==> src/rtl/node_tx_port.sv <==
// node_tx_port: packet injector for one router link.
// Turns a packet request plus a stream of payload words into HEAD/BODY/TAIL
// (or HEAD_TAIL) flits. It picks one VC per packet round-robin, honours the
// downstream per-VC on/off flow control, and never interleaves packets.

package noc_params;
    localparam int VC_NUM            = 4;
    localparam int VC_SIZE           = $clog2(VC_NUM);
    localparam int DEST_ADDR_SIZE_X  = 2;
    localparam int DEST_ADDR_SIZE_Y  = 2;
    localparam int FLIT_DATA_SIZE    = 16;
    localparam int HEAD_PAYLOAD_SIZE = FLIT_DATA_SIZE - DEST_ADDR_SIZE_X - DEST_ADDR_SIZE_Y;

    typedef enum logic [1:0] {HEAD, BODY, TAIL, HEAD_TAIL} flit_label_t;

    typedef struct packed {
        logic [DEST_ADDR_SIZE_X-1:0]  x_dest;
        logic [DEST_ADDR_SIZE_Y-1:0]  y_dest;
        logic [HEAD_PAYLOAD_SIZE-1:0] head_pl;
    } head_data_t;

    typedef union packed {
        head_data_t                head_data;
        logic [FLIT_DATA_SIZE-1:0] bt_pl;
    } flit_data_t;

    typedef struct packed {
        flit_label_t        flit_label;
        logic [VC_SIZE-1:0] vc_id;
        flit_data_t         data;
    } flit_t;
endpackage

module node_tx_port #(
    parameter  int MAX_PKT_FLITS = 16,
    localparam int SIZE_W        = $clog2(MAX_PKT_FLITS + 1)
) (
    input  logic                                     clk,
    input  logic                                     rst,
    input  logic                                     pkt_valid_i,
    output logic                                     pkt_ready_o,
    input  logic [noc_params::DEST_ADDR_SIZE_X-1:0]  pkt_x_dest_i,
    input  logic [noc_params::DEST_ADDR_SIZE_Y-1:0]  pkt_y_dest_i,
    input  logic [noc_params::HEAD_PAYLOAD_SIZE-1:0] pkt_head_pl_i,
    input  logic [SIZE_W-1:0]                        pkt_size_i,
    input  logic                                     pl_valid_i,
    output logic                                     pl_ready_o,
    input  logic [noc_params::FLIT_DATA_SIZE-1:0]    pl_data_i,
    input  logic [noc_params::VC_NUM-1:0]            on_off_i,
    output noc_params::flit_t                        data_o,
    output logic                                     valid_flit_o,
    output logic                                     busy_o,
    output logic                                     pkt_done_o
);
    localparam int VC_NUM  = noc_params::VC_NUM;
    localparam int VC_SIZE = noc_params::VC_SIZE;
    localparam int XW      = noc_params::DEST_ADDR_SIZE_X;
    localparam int YW      = noc_params::DEST_ADDR_SIZE_Y;
    localparam int HW      = noc_params::HEAD_PAYLOAD_SIZE;

    typedef enum logic [1:0] {IDLE, HEAD, PAYLOAD} state_t;

    state_t             state, state_nxt;
    logic [XW-1:0]      x_q;
    logic [YW-1:0]      y_q;
    logic [HW-1:0]      hpl_q;
    logic [SIZE_W-1:0]  size_q;
    logic [SIZE_W-1:0]  remaining;
    logic [VC_SIZE-1:0] cur_vc;
    logic [VC_SIZE-1:0] rr_ptr;

    logic [SIZE_W-1:0]  size_eff;
    logic               sel_found;
    logic [VC_SIZE-1:0] sel_vc;
    logic [VC_SIZE-1:0] scan_idx;
    logic [VC_SIZE-1:0] rr_nxt;
    logic               accept;
    logic               head_fire;
    logic               pl_fire;
    logic               pl_go;
    logic               emit;
    logic               done_nxt;
    noc_params::flit_t  flit_nxt;

    assign busy_o = (state != IDLE);

    // Requested length normalised: 0 means a single flit, oversize clamps.
    always_comb begin
        size_eff = pkt_size_i;
        if (pkt_size_i == '0)
            size_eff = SIZE_W'(1);
        else if (pkt_size_i > SIZE_W'(MAX_PKT_FLITS))
            size_eff = SIZE_W'(MAX_PKT_FLITS);
    end

    // Round-robin VC pick: first enabled VC at or after rr_ptr, wrapping.
    always_comb begin
        sel_found = 1'b0;
        sel_vc    = '0;
        scan_idx  = '0;
        for (int i = 0; i < VC_NUM; i++) begin
            scan_idx = VC_SIZE'((int'(rr_ptr) + i) % VC_NUM);
            if (!sel_found && on_off_i[scan_idx]) begin
                sel_found = 1'b1;
                sel_vc    = scan_idx;
            end
        end
        rr_nxt = VC_SIZE'((int'(sel_vc) + 1) % VC_NUM);
    end

    // Next state, handshakes and the flit to be registered on this edge.
    always_comb begin
        state_nxt   = state;
        pkt_ready_o = 1'b0;
        pl_ready_o  = 1'b0;
        pl_go       = 1'b0;
        accept      = 1'b0;
        head_fire   = 1'b0;
        pl_fire     = 1'b0;
        emit        = 1'b0;
        done_nxt    = 1'b0;
        flit_nxt    = '0;
        case (state)
            IDLE: begin
                pkt_ready_o = 1'b1;
                if (pkt_valid_i) begin
                    accept    = 1'b1;
                    state_nxt = HEAD;
                end
            end
            HEAD: begin
                if (sel_found) begin
                    head_fire                       = 1'b1;
                    emit                            = 1'b1;
                    flit_nxt.vc_id                  = sel_vc;
                    flit_nxt.data.head_data.x_dest  = x_q;
                    flit_nxt.data.head_data.y_dest  = y_q;
                    flit_nxt.data.head_data.head_pl = hpl_q;
                    if (size_q == SIZE_W'(1)) begin
                        flit_nxt.flit_label = noc_params::HEAD_TAIL;
                        done_nxt            = 1'b1;
                        state_nxt           = IDLE;
                    end else begin
                        flit_nxt.flit_label = noc_params::HEAD;
                        state_nxt           = PAYLOAD;
                    end
                end
            end
            PAYLOAD: begin
                // Only the packet's own VC matters once it is underway.
                pl_go      = on_off_i[cur_vc];
                pl_ready_o = pl_go;
                if (pl_go && pl_valid_i) begin
                    pl_fire            = 1'b1;
                    emit               = 1'b1;
                    flit_nxt.vc_id     = cur_vc;
                    flit_nxt.data.bt_pl = pl_data_i;
                    if (remaining == SIZE_W'(1)) begin
                        flit_nxt.flit_label = noc_params::TAIL;
                        done_nxt            = 1'b1;
                        state_nxt           = IDLE;
                    end else begin
                        flit_nxt.flit_label = noc_params::BODY;
                    end
                end
            end
            default: state_nxt = IDLE;
        endcase
    end

    // FSM state register.
    always_ff @(posedge clk) begin
        if (rst) state <= IDLE;
        else     state <= state_nxt;
    end

    // Request capture, VC bookkeeping, flit counter and registered link outputs.
    always_ff @(posedge clk) begin
        if (rst) begin
            x_q          <= '0;
            y_q          <= '0;
            hpl_q        <= '0;
            size_q       <= '0;
            remaining    <= '0;
            cur_vc       <= '0;
            rr_ptr       <= '0;
            data_o       <= '0;
            valid_flit_o <= 1'b0;
            pkt_done_o   <= 1'b0;
        end else begin
            valid_flit_o <= emit;
            pkt_done_o   <= done_nxt;
            if (emit)
                data_o <= flit_nxt;
            if (accept) begin
                x_q    <= pkt_x_dest_i;
                y_q    <= pkt_y_dest_i;
                hpl_q  <= pkt_head_pl_i;
                size_q <= size_eff;
            end
            if (head_fire) begin
                cur_vc    <= sel_vc;
                rr_ptr    <= rr_nxt;
                remaining <= size_q - SIZE_W'(1);
            end else if (pl_fire) begin
                remaining <= remaining - SIZE_W'(1);
            end
        end
    end

endmodule

==> config.mk <==
export PLATFORM = sky130hd
export DESIGN_NAME = node_tx_port
export DESIGN_NICKNAME = d
export VERILOG_FILES = /design/src/rtl/node_tx_port.sv
export SDC_FILE = /design/constraint.sdc
export NUM_CORES = 1
export LEC_CHECK = 0
export CAP_MARGIN = 40
export CORE_MARGIN = 2
export CORE_UTILIZATION = 48
export DETAILED_ROUTE_END_ITERATION = 12
export HOLD_SLACK_MARGIN = 0.08
export PLACE_DENSITY = 0.83
export SYNTH_ARGS = -nofsm -noshare
export SYNTH_HDL_FRONTEND = slang
export SYNTH_SLANG_ARGS = --single-unit
==> constraint.sdc <==
create_clock -name clk -period 2.1 [get_ports clk]
set_input_delay 0.42 -clock clk [delete_from_list [all_inputs] [get_ports clk]]
set_output_delay 0.42 -clock clk [all_outputs]
set_load 0.03 [all_outputs]
==> flow_summary.ini <==
[run_status]
outcome = finished, violations left
violations = negative setup slack

[placed_design]
dp_hpwl_um = 4740
dp_cells = 439
placed_area_um2 = 3450
port_buffers = 69
routabilityCongestion = 0.824

[cts]
cts_buffer_depth = 2
cts_setup_buffers = 0
htree_levels = 2
clkSinkCount = 54
cts_tree = built
cts-root-buf = clkbuf_8
clk_pin_slew_ps = 100
ctsHoldBuffers = 0
cts_buffers = 5
clk_latency_ps = 310

[sta]
hold_viol = 0
clock_skew_ps = 11.8
fin_crit_ps = 2140
slew_violations = 0
final-setup-viol-count = 1
layout_setup_ws_ps = -44.3
final.period_utilization_pct = 102
max_slew_margin_pct = 52.2
max_freq_mhz = 466
tightest_slew_ps = 707
rsz0062_at_grt = yes

[die]
core.rowCount = 26
initial_core_util_pct = 49.6
die_w_um = 76.6
die_area_um2 = 5870
die_h_um = 76.6
io_pins = 70
coreArea_um2 = 5110

[logic_synthesis]
syn_area_um2 = 2530
syn_nets = 341
synth_top_area_share_pct = 42.7
yosysWarnings = 0
synthCells = 289
synthArstFlopShare_pct = 0
synth_top_flop_cell = dfxtp_1
seq_area_frac_synth_pct = 42.7
synth_edf_count = 0
synth_top_cell_by_area = dfxtp_1
synth_cell_type_count = 47
ys_ff_latch = 54
avgSynthCellArea_um2 = 8.76
yosys-top-cells-area = dfxtp_1, nand2_1, a21oi_1, nor2_1, a221oi_2

[power_and_ir_drop]
powerDensity_nw_per_um2 = 1040
vdd.ir_drop.worst_mv = 0.485
p_leak_nw = 1.40

[setup_path]
arrival_ps = 2350
worstSetupEndpointType = flop
startpoint_type = input pin
cp.depth = 8
crit_required_ps = 2300
critPathMaxStageDelay_ps = 490
r2r-start = cur_vc[1]
cpMaxStageDelayCell = clkdlybuf4s50_1
worst-r2r-cell-count = 7
critPathKind = input pin to flop
cp_cell_sequence = clkdlybuf4s50_1 -> buf_4 -> nor4_2 -> buf_4 -> nand2b_2 -> nor4_1 -> a41oi_1 -> a211oi_1
cpLargestDelayFamily = buffers and inverters
critPathMaxFanout = 4
crit_top_cell = buf_4
cp.buffers_inverters = 3
r2r-end = data_o[5]
r2r_setup_slack_ps = 150

[route]
wl_um = 6410
via_per_inst = 5.29
ant_nets = 0
drcViolationCount = 0
detail_route.first_pass.iterations = 4
vias = 2363
drtIter0Drc = 107
wire_per_inst_um = 14.3

[global_routing]
grt_pass1_wl_um = 10900
grt.total_usage_pct = 22.7
grt-ovfl-total = 0
antenna_found_initial = 0
grt_max_degree = 27
grt_pass1_vias = 2395

[cells_and_area]
syn2layout_area_growth_pct = 42.1
drive_gt1_share_pct = 18.6
final_nets = 428
nFillCells = 411
diodes = 0
regArea_um2 = 1080
stdcell_count = 447
multi_input_area_um2 = 1330
design_area_um2 = 3600

[job]
max_cap_violations = 0

[min_path]
min_path_type = flop to flop
worstHoldEndpoint = hpl_q[2]
min-delay-start = hpl_q[2]
whs_path_depth = 2
==> cell type report <==
| class | count | share of cell area, % |
|---|---|---|
| well taps | 70 | 2.43 |
| multi-input cells | 204 | 36.8 |
| clock buffers | 5 | 1.91 |
| repair buffers | 100 | 26.3 |
| inverters | 11 | 1.15 |
| clock inverters | 3 | 1.36 |
| flip-flops and latches | 54 | 30.0 |
==> stage by stage <==
| step | setup TNS, ps | hold WS (ps) | setup slack (ps) | power (mW) | util (%) |
|---|---|---|---|---|---|
| floorplan | 0 | 436 | 235 | 2.39 | - |
| global placement | -5800 | 443 | -393 | 2.97 | 67.6 |
| detailed placement | -6600 | 450 | -405 | 3.03 | 67.6 |
| CTS | 0 | 464 | 8.68 | 3.74 | 69.7 |
| global route | -159 | 490 | -146 | 3.99 | 70.5 |
| finish | -44.3 | 465 | -44.3 | 3.75 | 70.5 |
==> flip-flops by register name (all words and copies together), names as in the netlist <==
register      cells
data_o           20
hpl_q            12
remaining         5
size_q            5
cur_vc            2
rr_ptr            2
state             2
x_q               2
y_q               2
pkt_done_o        1
valid_flit_o      1
==> cell families (layout without fill, tap and decap cells) <==
logic type               count (synthesis)  after routing  share of synthesized area, %
adder cells (fa/ha/maj)                  7              7                          3.46
AND/OR/NAND/NOR                        119            119                          22.5
AO/OA/AOI/OAI                           66             66                          20.1
flip-flops                              54             54                          42.7
buffers and inverters                   31            119                          6.32
multiplexers                             4              4                          2.12
XOR/XNOR                                 8              8                          2.77
==> synthesized netlist by cell type (3+ instances only) <==
cell / instances
a211oi_1: 4
a21oi_1: 28
a221oi_1: 8
a221oi_2: 8
buf_4: 3
clkbuf_1: 11
dfxtp_1: 54
ha_1: 7
inv_1: 11
nand2_1: 47
nand3b_1: 3
nor2_1: 33
nor3_1: 13
nor3_2: 8
o21ai_0: 4
xnor2_1: 3
xor2_1: 5
==> worst max path at each step <==
stage / start / slack, ps / end
6_report: on_off_i[2] / -40 / data_o[16]
5_1_grt: on_off_i[1] / -150 / data_o[16]
2_1_floorplan: cur_vc[1] / 230 / data_o[19]
3_5_place_dp: on_off_i[1] / -400 / pl_ready_o
3_3_place_gp: on_off_i[0] / -390 / pl_ready_o
4_1_cts: on_off_i[1] / 9 / pl_ready_o
==> power by group <==
group	switching (mW)	total, mW	internal, mW
Clock	0.349	0.712	0.363
Combinational	0.922	1.66	0.741
Sequential	0.143	1.37	1.23
==> tightest hold or removal path: cells and delay by family (launching register included) <==
| kind | cells | cell delay (ps) |
|---|---|---|
| AOI/OAI and AO/OA | 1 | 50 |
| DFF | 1 | 320 |
| and+or+nand+nor | 1 | 50 |
==> metal layers <==
metal	wire, um	part of all wire (%)	track usage (%)	vias up
met5	0	0	0	-
met4	100	1.6	8.00	0
met3	207	3.2	3.08	8
met2	3360	52	41.8	64
met1	2750	43	26.8	1107
li1	-	-	-	1184
==> placed cells by master (no fill, tap or decap), types with 8 or more instances in the layout <==
| cell | Yosys | layout |
|---|---|---|
| buf_4 | 3 | 29 |
| dfxtp_1 | 54 | 54 |
| nor3_1 | 13 | 13 |
| nor2_1 | 33 | 33 |
| a21oi_1 | 28 | 28 |
| clkdlybuf4s50_1 | 0 | 65 |
| nand2_1 | 47 | 47 |
| a221oi_2 | 8 | 9 |
| inv_1 | 11 | 11 |
| nor3_2 | 8 | 8 |
==> repair_timing <==
item	in CTS	in global routing
resized for setup	6	9
pin swaps	0	3
setup endpoints to repair	2	19
No activity file was read; power rests on OpenSTA's default activity.
